**config.mk**
```make
export PLATFORM = sky130hd
export DESIGN_NAME = ram_burst_master_flat
export DESIGN_NICKNAME = d
export VERILOG_FILES = /design/src/rtl/ram_burst_master_if.sv /design/src/rtl/ram_burst_master.sv /design/src/flat_wrapper.sv
export SDC_FILE = /design/constraint.sdc
export NUM_CORES = 1
export LEC_CHECK = 0
export ABC_AREA = 1
export CAP_MARGIN = 20
export CELL_PAD_IN_SITES_DETAIL_PLACEMENT = 1
export CELL_PAD_IN_SITES_GLOBAL_PLACEMENT = 1
export CORE_MARGIN = 8
export CORE_UTILIZATION = 27
export CTS_BUF_LIST = sky130_fd_sc_hd__clkbuf_8 sky130_fd_sc_hd__clkbuf_16
export DETAILED_ROUTE_END_ITERATION = 8
export GPL_TIMING_DRIVEN = 0
export PLACE_DENSITY = 0.87
export SYNTH_ARGS = -nofsm -noshare
export SYNTH_HDL_FRONTEND = slang
export SYNTH_SLANG_ARGS = --single-unit
```
**constraint.sdc**
```tcl
create_clock -name clk -period 1.3 [get_ports clk]
set_clock_uncertainty 0.05 [all_clocks]
set_input_delay 0.195 -clock clk [delete_from_list [all_inputs] [get_ports clk]]
set_output_delay 0.195 -clock clk [all_outputs]
set_load 0.03 [all_outputs]
```
**src/rtl/ram_burst_master_if.sv**
```systemverilog
// Signal bundle between a burst initiator, its command/data source and the single-port RAM.
// master: burst-master side (drives RAM pins, read stream, status, wdata_ready).
// slave : environment side (drives commands, write stream, RAM read data).
interface ram_burst_master_if #(
   parameter int AW = 8,
   parameter int DW = 64
);
   logic          m_req;
   logic          m_wr;
   logic [AW-1:0] m_addr;
   logic [AW-1:0] m_len;
   logic [DW-1:0] wdata;
   logic          wdata_valid;
   logic          wdata_ready;
   logic [DW-1:0] rdata;
   logic          rdata_valid;
   logic          busy;
   logic          done;
   logic          cen;
   logic          wen;
   logic [AW-1:0] s_addr;
   logic [DW-1:0] s_din;
   logic [DW-1:0] s_dout;

   modport master (
      input  m_req, m_wr, m_addr, m_len, wdata, wdata_valid, s_dout,
      output wdata_ready, rdata, rdata_valid, busy, done, cen, wen, s_addr, s_din
   );

   modport slave (
      output m_req, m_wr, m_addr, m_len, wdata, wdata_valid, s_dout,
      input  wdata_ready, rdata, rdata_valid, busy, done, cen, wen, s_addr, s_din
   );
endinterface

```
**src/rtl/ram_burst_master.sv**
```systemverilog
// Burst initiator for a single-port sync RAM: one command -> len+1 consecutive-address reads or writes.
// Latency: read data strobes 3 edges after command accept, one word per cycle; done 1 cycle after last access.
// Backpressure: write stream throttled by wdata_valid (bubbles leave cen low); read stream has none.
// Ports: clk, reset_n (async, active low); bus carries command (m_*), write stream (wdata*),
//        read stream (rdata*), status (busy, done) and RAM pins (cen, wen, s_addr, s_din, s_dout).
// Every output is a flop; nothing on the bus reaches an output without passing a register.
module ram_burst_master #(
   parameter int AW = 8,
   parameter int DW = 64
) (
   input logic             clk,
   input logic             reset_n,
   ram_burst_master_if.master bus
);

   typedef enum logic [2:0] {IDLE, WRITE, READ, DRAIN, FINISH} state_t;

   state_t        state_q, state_d;
   logic [AW-1:0] ptr_q, ptr_d;
   logic [AW-1:0] cnt_q, cnt_d;          // words remaining minus one
   logic          rd_pend_q, rd_pend_d;  // RAM is producing read data this cycle
   logic          cen_q, cen_d;
   logic          wen_q, wen_d;
   logic [AW-1:0] s_addr_q, s_addr_d;
   logic [DW-1:0] s_din_q, s_din_d;
   logic          wdata_ready_q, wdata_ready_d;
   logic [DW-1:0] rdata_q, rdata_d;
   logic          rdata_valid_q, rdata_valid_d;
   logic          busy_q, busy_d;
   logic          done_q, done_d;

   always_ff @(posedge clk or negedge reset_n) begin
      if (!reset_n) begin
         state_q       <= IDLE;
         ptr_q         <= '0;
         cnt_q         <= '0;
         rd_pend_q     <= 1'b0;
         cen_q         <= 1'b0;
         wen_q         <= 1'b0;
         s_addr_q      <= '0;
         s_din_q       <= '0;
         wdata_ready_q <= 1'b0;
         rdata_q       <= '0;
         rdata_valid_q <= 1'b0;
         busy_q        <= 1'b0;
         done_q        <= 1'b0;
      end else begin
         state_q       <= state_d;
         ptr_q         <= ptr_d;
         cnt_q         <= cnt_d;
         rd_pend_q     <= rd_pend_d;
         cen_q         <= cen_d;
         wen_q         <= wen_d;
         s_addr_q      <= s_addr_d;
         s_din_q       <= s_din_d;
         wdata_ready_q <= wdata_ready_d;
         rdata_q       <= rdata_d;
         rdata_valid_q <= rdata_valid_d;
         busy_q        <= busy_d;
         done_q        <= done_d;
      end
   end

   always_comb begin
      state_d       = state_q;
      ptr_d         = ptr_q;
      cnt_d         = cnt_q;
      cen_d         = 1'b0;              // RAM idles unless an issue is made this edge
      wen_d         = 1'b0;
      s_addr_d      = s_addr_q;
      s_din_d       = s_din_q;
      wdata_ready_d = wdata_ready_q;
      busy_d        = busy_q;
      done_d        = 1'b0;
      // Read pipeline: issue registered -> RAM samples next edge -> capture one edge later.
      rd_pend_d     = cen_q & ~wen_q;
      rdata_valid_d = rd_pend_q;
      rdata_d       = rd_pend_q ? bus.s_dout : rdata_q;

      unique case (state_q)
         IDLE: begin
            if (bus.m_req) begin
               ptr_d         = bus.m_addr;
               cnt_d         = bus.m_len;
               busy_d        = 1'b1;
               wdata_ready_d = bus.m_wr;
               state_d       = bus.m_wr ? WRITE : READ;
            end
         end
         WRITE: begin
            if (bus.wdata_valid) begin
               cen_d    = 1'b1;
               wen_d    = 1'b1;
               s_addr_d = ptr_q;
               s_din_d  = bus.wdata;
               ptr_d    = ptr_q + AW'(1);
               cnt_d    = cnt_q - AW'(1);
               if (cnt_q == '0) begin
                  wdata_ready_d = 1'b0;
                  state_d       = FINISH;
               end
            end
         end
         READ: begin
            cen_d    = 1'b1;
            s_addr_d = ptr_q;
            ptr_d    = ptr_q + AW'(1);
            cnt_d    = cnt_q - AW'(1);
            if (cnt_q == '0) state_d = DRAIN;
         end
         DRAIN: begin
            // The last word is being captured once its issue has left cen and it is pending.
            if (rd_pend_q && !cen_q) state_d = FINISH;
         end
         FINISH: begin
            done_d  = 1'b1;
            busy_d  = 1'b0;
            state_d = IDLE;
         end
         default: state_d = IDLE;
      endcase
   end

   assign bus.cen         = cen_q;
   assign bus.wen         = wen_q;
   assign bus.s_addr      = s_addr_q;
   assign bus.s_din       = s_din_q;
   assign bus.wdata_ready = wdata_ready_q;
   assign bus.rdata       = rdata_q;
   assign bus.rdata_valid = rdata_valid_q;
   assign bus.busy        = busy_q;
   assign bus.done        = done_q;

endmodule

```
**src/flat_wrapper.sv**
```systemverilog
// flat-port wrapper written by rule: the top's interface ports become plain ports
module ram_burst_master_flat 
#(
   parameter int AW = 8,
   parameter int DW = 64
)
  (clk, reset_n, bus_m_req, bus_m_wr, bus_m_addr, bus_m_len, bus_wdata, bus_wdata_valid, bus_s_dout, bus_wdata_ready, bus_rdata, bus_rdata_valid, bus_busy, bus_done, bus_cen, bus_wen, bus_s_addr, bus_s_din);
  ram_burst_master_if #(.AW(AW), .DW(DW)) bus_i ();
  input logic clk;
  input logic reset_n;
  input wire logic [$bits(bus_i.m_req)-1:0] bus_m_req;
  input wire logic [$bits(bus_i.m_wr)-1:0] bus_m_wr;
  input wire logic [$bits(bus_i.m_addr)-1:0] bus_m_addr;
  input wire logic [$bits(bus_i.m_len)-1:0] bus_m_len;
  input wire logic [$bits(bus_i.wdata)-1:0] bus_wdata;
  input wire logic [$bits(bus_i.wdata_valid)-1:0] bus_wdata_valid;
  input wire logic [$bits(bus_i.s_dout)-1:0] bus_s_dout;
  output wire logic [$bits(bus_i.wdata_ready)-1:0] bus_wdata_ready;
  output wire logic [$bits(bus_i.rdata)-1:0] bus_rdata;
  output wire logic [$bits(bus_i.rdata_valid)-1:0] bus_rdata_valid;
  output wire logic [$bits(bus_i.busy)-1:0] bus_busy;
  output wire logic [$bits(bus_i.done)-1:0] bus_done;
  output wire logic [$bits(bus_i.cen)-1:0] bus_cen;
  output wire logic [$bits(bus_i.wen)-1:0] bus_wen;
  output wire logic [$bits(bus_i.s_addr)-1:0] bus_s_addr;
  output wire logic [$bits(bus_i.s_din)-1:0] bus_s_din;
  assign bus_i.m_req = bus_m_req;
  assign bus_i.m_wr = bus_m_wr;
  assign bus_i.m_addr = bus_m_addr;
  assign bus_i.m_len = bus_m_len;
  assign bus_i.wdata = bus_wdata;
  assign bus_i.wdata_valid = bus_wdata_valid;
  assign bus_i.s_dout = bus_s_dout;
  assign bus_wdata_ready = bus_i.wdata_ready;
  assign bus_rdata = bus_i.rdata;
  assign bus_rdata_valid = bus_i.rdata_valid;
  assign bus_busy = bus_i.busy;
  assign bus_done = bus_i.done;
  assign bus_cen = bus_i.cen;
  assign bus_wen = bus_i.wen;
  assign bus_s_addr = bus_i.s_addr;
  assign bus_s_din = bus_i.s_din;
  ram_burst_master #(.AW(AW), .DW(DW)) u_core (.clk(clk), .reset_n(reset_n), .bus(bus_i));
endmodule
```
==> flow_summary.json <==
{
  "run_status": "finished with violations",
  "violations": "setup timing",
  "worst-setup-path-type": "register to register",
  "drtAntennaViolNets": 0,
  "io_pins": 291,
  "grt_overflow": 0,
  "vias": 6660,
  "register_area_sq_um": 4060,
  "worstMarginPinSlew_ns": 0.473,
  "synth_nets": 965,
  "start_util": 0.271,
  "drt_first_iter_violations": 333,
  "setup_viol": 93,
  "hold_violations": 0,
  "coreArea_sq_um": 24800,
  "layout_commonest_cell": "nand2_1",
  "final_cell_mix": "nand2_1, dfrtp_1, clkdlybuf4s50_1",
  "numCtsBuffers": 17,
  "cts_buffer_depth": 2,
  "maxSlewHeadroom": 0.685,
  "grt_pass1_wl_mm": 40.8,
  "p_total_mw": 31.8,
  "finalCriticalPeriod_ns": 1.50,
  "drt-total-wl_mm": 27.0,
  "synth_area_leader_cell": "dfrtp_1",
  "synth-seq-area-share": 0.602,
  "syn_area_sq_um": 6740,
  "dr_wl_met2_mm": 13.5,
  "area.growth.synth_to_final_pct": 61.5,
  "clock_sinks": 162,
  "cp.arrival_ns": 1.77,
  "clkPwrFrac": 0.160,
  "place.port_buffers": 290,
  "dp_hpwl_mm": 19.1,
  "fmax_mhz": 666,
  "multi_input_area_sq_um": 2610,
  "nNetsFinal": 1306,
  "p_int_mw": 16.4,
  "synthFlopType": "dfrtp_1",
  "cap_violations": 0,
  "maxSlewViolCount": 0,
  "vias_per_cell": 4.45,
  "route.detailed.drc": 0,
  "pwr-share-comb": 0.555,
  "gp_routability_congestion": 0.817,
  "synth_seq_cells": 162,
  "grt_max_degree": 86,
  "crit_required_ns": 1.56,
  "yosys_warnings": 0,
  "cts_max_level": 4,
  "crit_path_end_kind": "register",
  "fin_tns_setup_ns": -13.12,
  "fillers": 2986,
  "hold_path.class": "input port to asynchronous set/reset pin",
  "grt_setup_unrepaired": "true",
  "die_area_sq_um": 30300,
  "yosys.area.top_type_share": 0.602,
  "ys_types": 24,
  "seqPwrFrac": 0.285,
  "synthTopCellsByArea": "dfrtp_1, nand2_1, nor2_1",
  "die_w_microns": 174,
  "wl_met3_mm": 1.44,
  "power.density_nw_per_um2": 2920,
  "drt-met1-wl_mm": 11.2,
  "path_max_fanout": 6,
  "synthCells": 813,
  "fin_ws_ns": -0.202,
  "switchingPower_mw": 15.4,
  "grt_usage": 0.169,
  "clk-insertion-delay-late_ns": 0.42,
  "syn_avg_cell_area_sq_um": 8.29,
  "cts-root-buf": "clkbuf_16",
  "top_layer_used": "met5",
  "synth-edff-count": 0,
  "switching_share": 0.483,
  "clkTransAtPathRegs_ns": 0.07,
  "die_h_microns": 174,
  "cts_tree": "done",
  "dr.pass1.iters": 4,
  "p_leak_nw": 5.73,
  "cp-start-kind": "register",
  "drive_gt1_frac": 0.284,
  "num_rows": 58,
  "fin_crit_sh": 1.16,
  "wl_per_cell_microns": 18.0,
  "vdd_drop_max_mv": 1.37,
  "async_reset_ff_frac": 1.00,
  "antenna_found_initial": 2,
  "grt_pass1_vias": 7350
}
-- metal layers --
metal	vias up	GRT usage
met5	-	0
met1	3231	0.201
li1	3153	-
met2	221	0.288
met3	53	0.0425
met4	2	0.0652
-- Yosys cell counts (2+ instances only) --
master,n
nand2_1,480
dfrtp_1,162
nor2_1,44
inv_1,30
nand3_1,25
clkbuf_1,11
buf_6,10
o21ai_0,9
a21oi_1,7
buf_2,6
buf_1,4
inv_2,4
ha_1,3
nand2_2,3
nand4_1,3
buf_4,2
nor2_4,2
o21ai_1,2
-- path summary, 6_finish.rpt --
path | start | slack [ns] | cells after the start | to
worst max-delay path | u_core.state_q[0] | -0.20 | 9 | u_core.cnt_q[1]
worst min-delay path | reset_n | 0.24 | 2 | u_core.bus.rdata[35]
worst max register to register | u_core.state_q[0] | -0.20 | 9 | u_core.cnt_q[1]
worst min register to register | u_core.rd_pend_q | 0.35 | 0 | u_core.bus.rdata_valid
max in group asynchronous | reset_n | 0.32 | 3 | u_core.bus.s_din[38]
min in group clk | bus_wdata[5] | 0.25 | 3 | u_core.bus.s_din[5]
-- power by group through the flow --
stage / registers, mW / logic [mW] / clock network, mW
after floorplan: 12.9 / 5.61 / 0
after global placement: 8.95 / 16.2 / 0
after detailed placement: 9.10 / 16.8 / 0
after CTS: 8.98 / 15.6 / 5.23
after global routing: 9.36 / 19.1 / 5.41
final: 9.05 / 17.6 / 5.09
-- sequential cells by signal, indices dropped and copies added, names as in the netlist --
register and cells:
u_core.bus.busy 1, u_core.bus.done 1, u_core.bus.cen 1, u_core.bus.wen 1
u_core.ptr_q 8, u_core.bus.s_addr 8, u_core.bus.s_din 64, u_core.bus.rdata_valid 1
u_core.state_q 3, u_core.rd_pend_q 1, u_core.bus.wdata_ready 1, u_core.cnt_q 8
u_core.bus.rdata 64
-- per-stage QoR --
stage	area (sq um)	worst slack (ns)	hold slack, ns	utilization	instances
finish	10900	-0.202	0.244	0.438	1498
global route	10900	-0.280	0.250	0.438	1498
CTS	10200	-0.138	0.228	0.411	1475
detailed placement	10100	-0.466	0.163	0.408	1434
floorplan	6770	-0.00490	-0.151	-	813
global placement	10100	-7.65	0.332	0.406	1433
-- worst max-delay path, cell delays in order, from the launching register on --
cell,delay (ns)
dfrtp_2,0.48
nand2_2,0.12
nand2_2,0.08
nor2_4,0.11
buf_12,0.14
buf_12,0.12
buf_8,0.10
nand2_2,0.04
o21ai_1,0.08
o21ai_1,0.08
-- final cells by class --
| cell class | count | area share |
|---|---|---|
| clock buffers | 17 | 0.0391 |
| flip-flops and latches | 162 | 0.373 |
| plain buffers | 33 | 0.0307 |
| well taps | 330 | 0.0379 |
| diodes | 1 | 0.000230 |
| inverters | 34 | 0.0133 |
| clock inverters | 15 | 0.0139 |
| multi-input cells | 584 | 0.240 |
| repair buffers | 322 | 0.252 |
-- logic make-up (layout without fill, tap and decap cells) --
family	count (synthesis)	count (layout)	synth area share
other cells	0	1	0
fa+ha+maj	3	3	0.00557
flops	162	162	0.602
simple gates	562	562	0.327
buf+inv	67	421	0.0507
compound gates	19	19	0.0147
-- timing repair --
action | in CTS | in global routing
hold buffers | 1 | 0
buffers inserted | 7 | 12
setup endpoints to repair | 296 | 241
hold endpoints to repair | 77 | 0
resized for setup | 762 | 113
gates cloned | 1 | 10
pin swaps | 6 | 19
(Power assumes the default switching activity.)
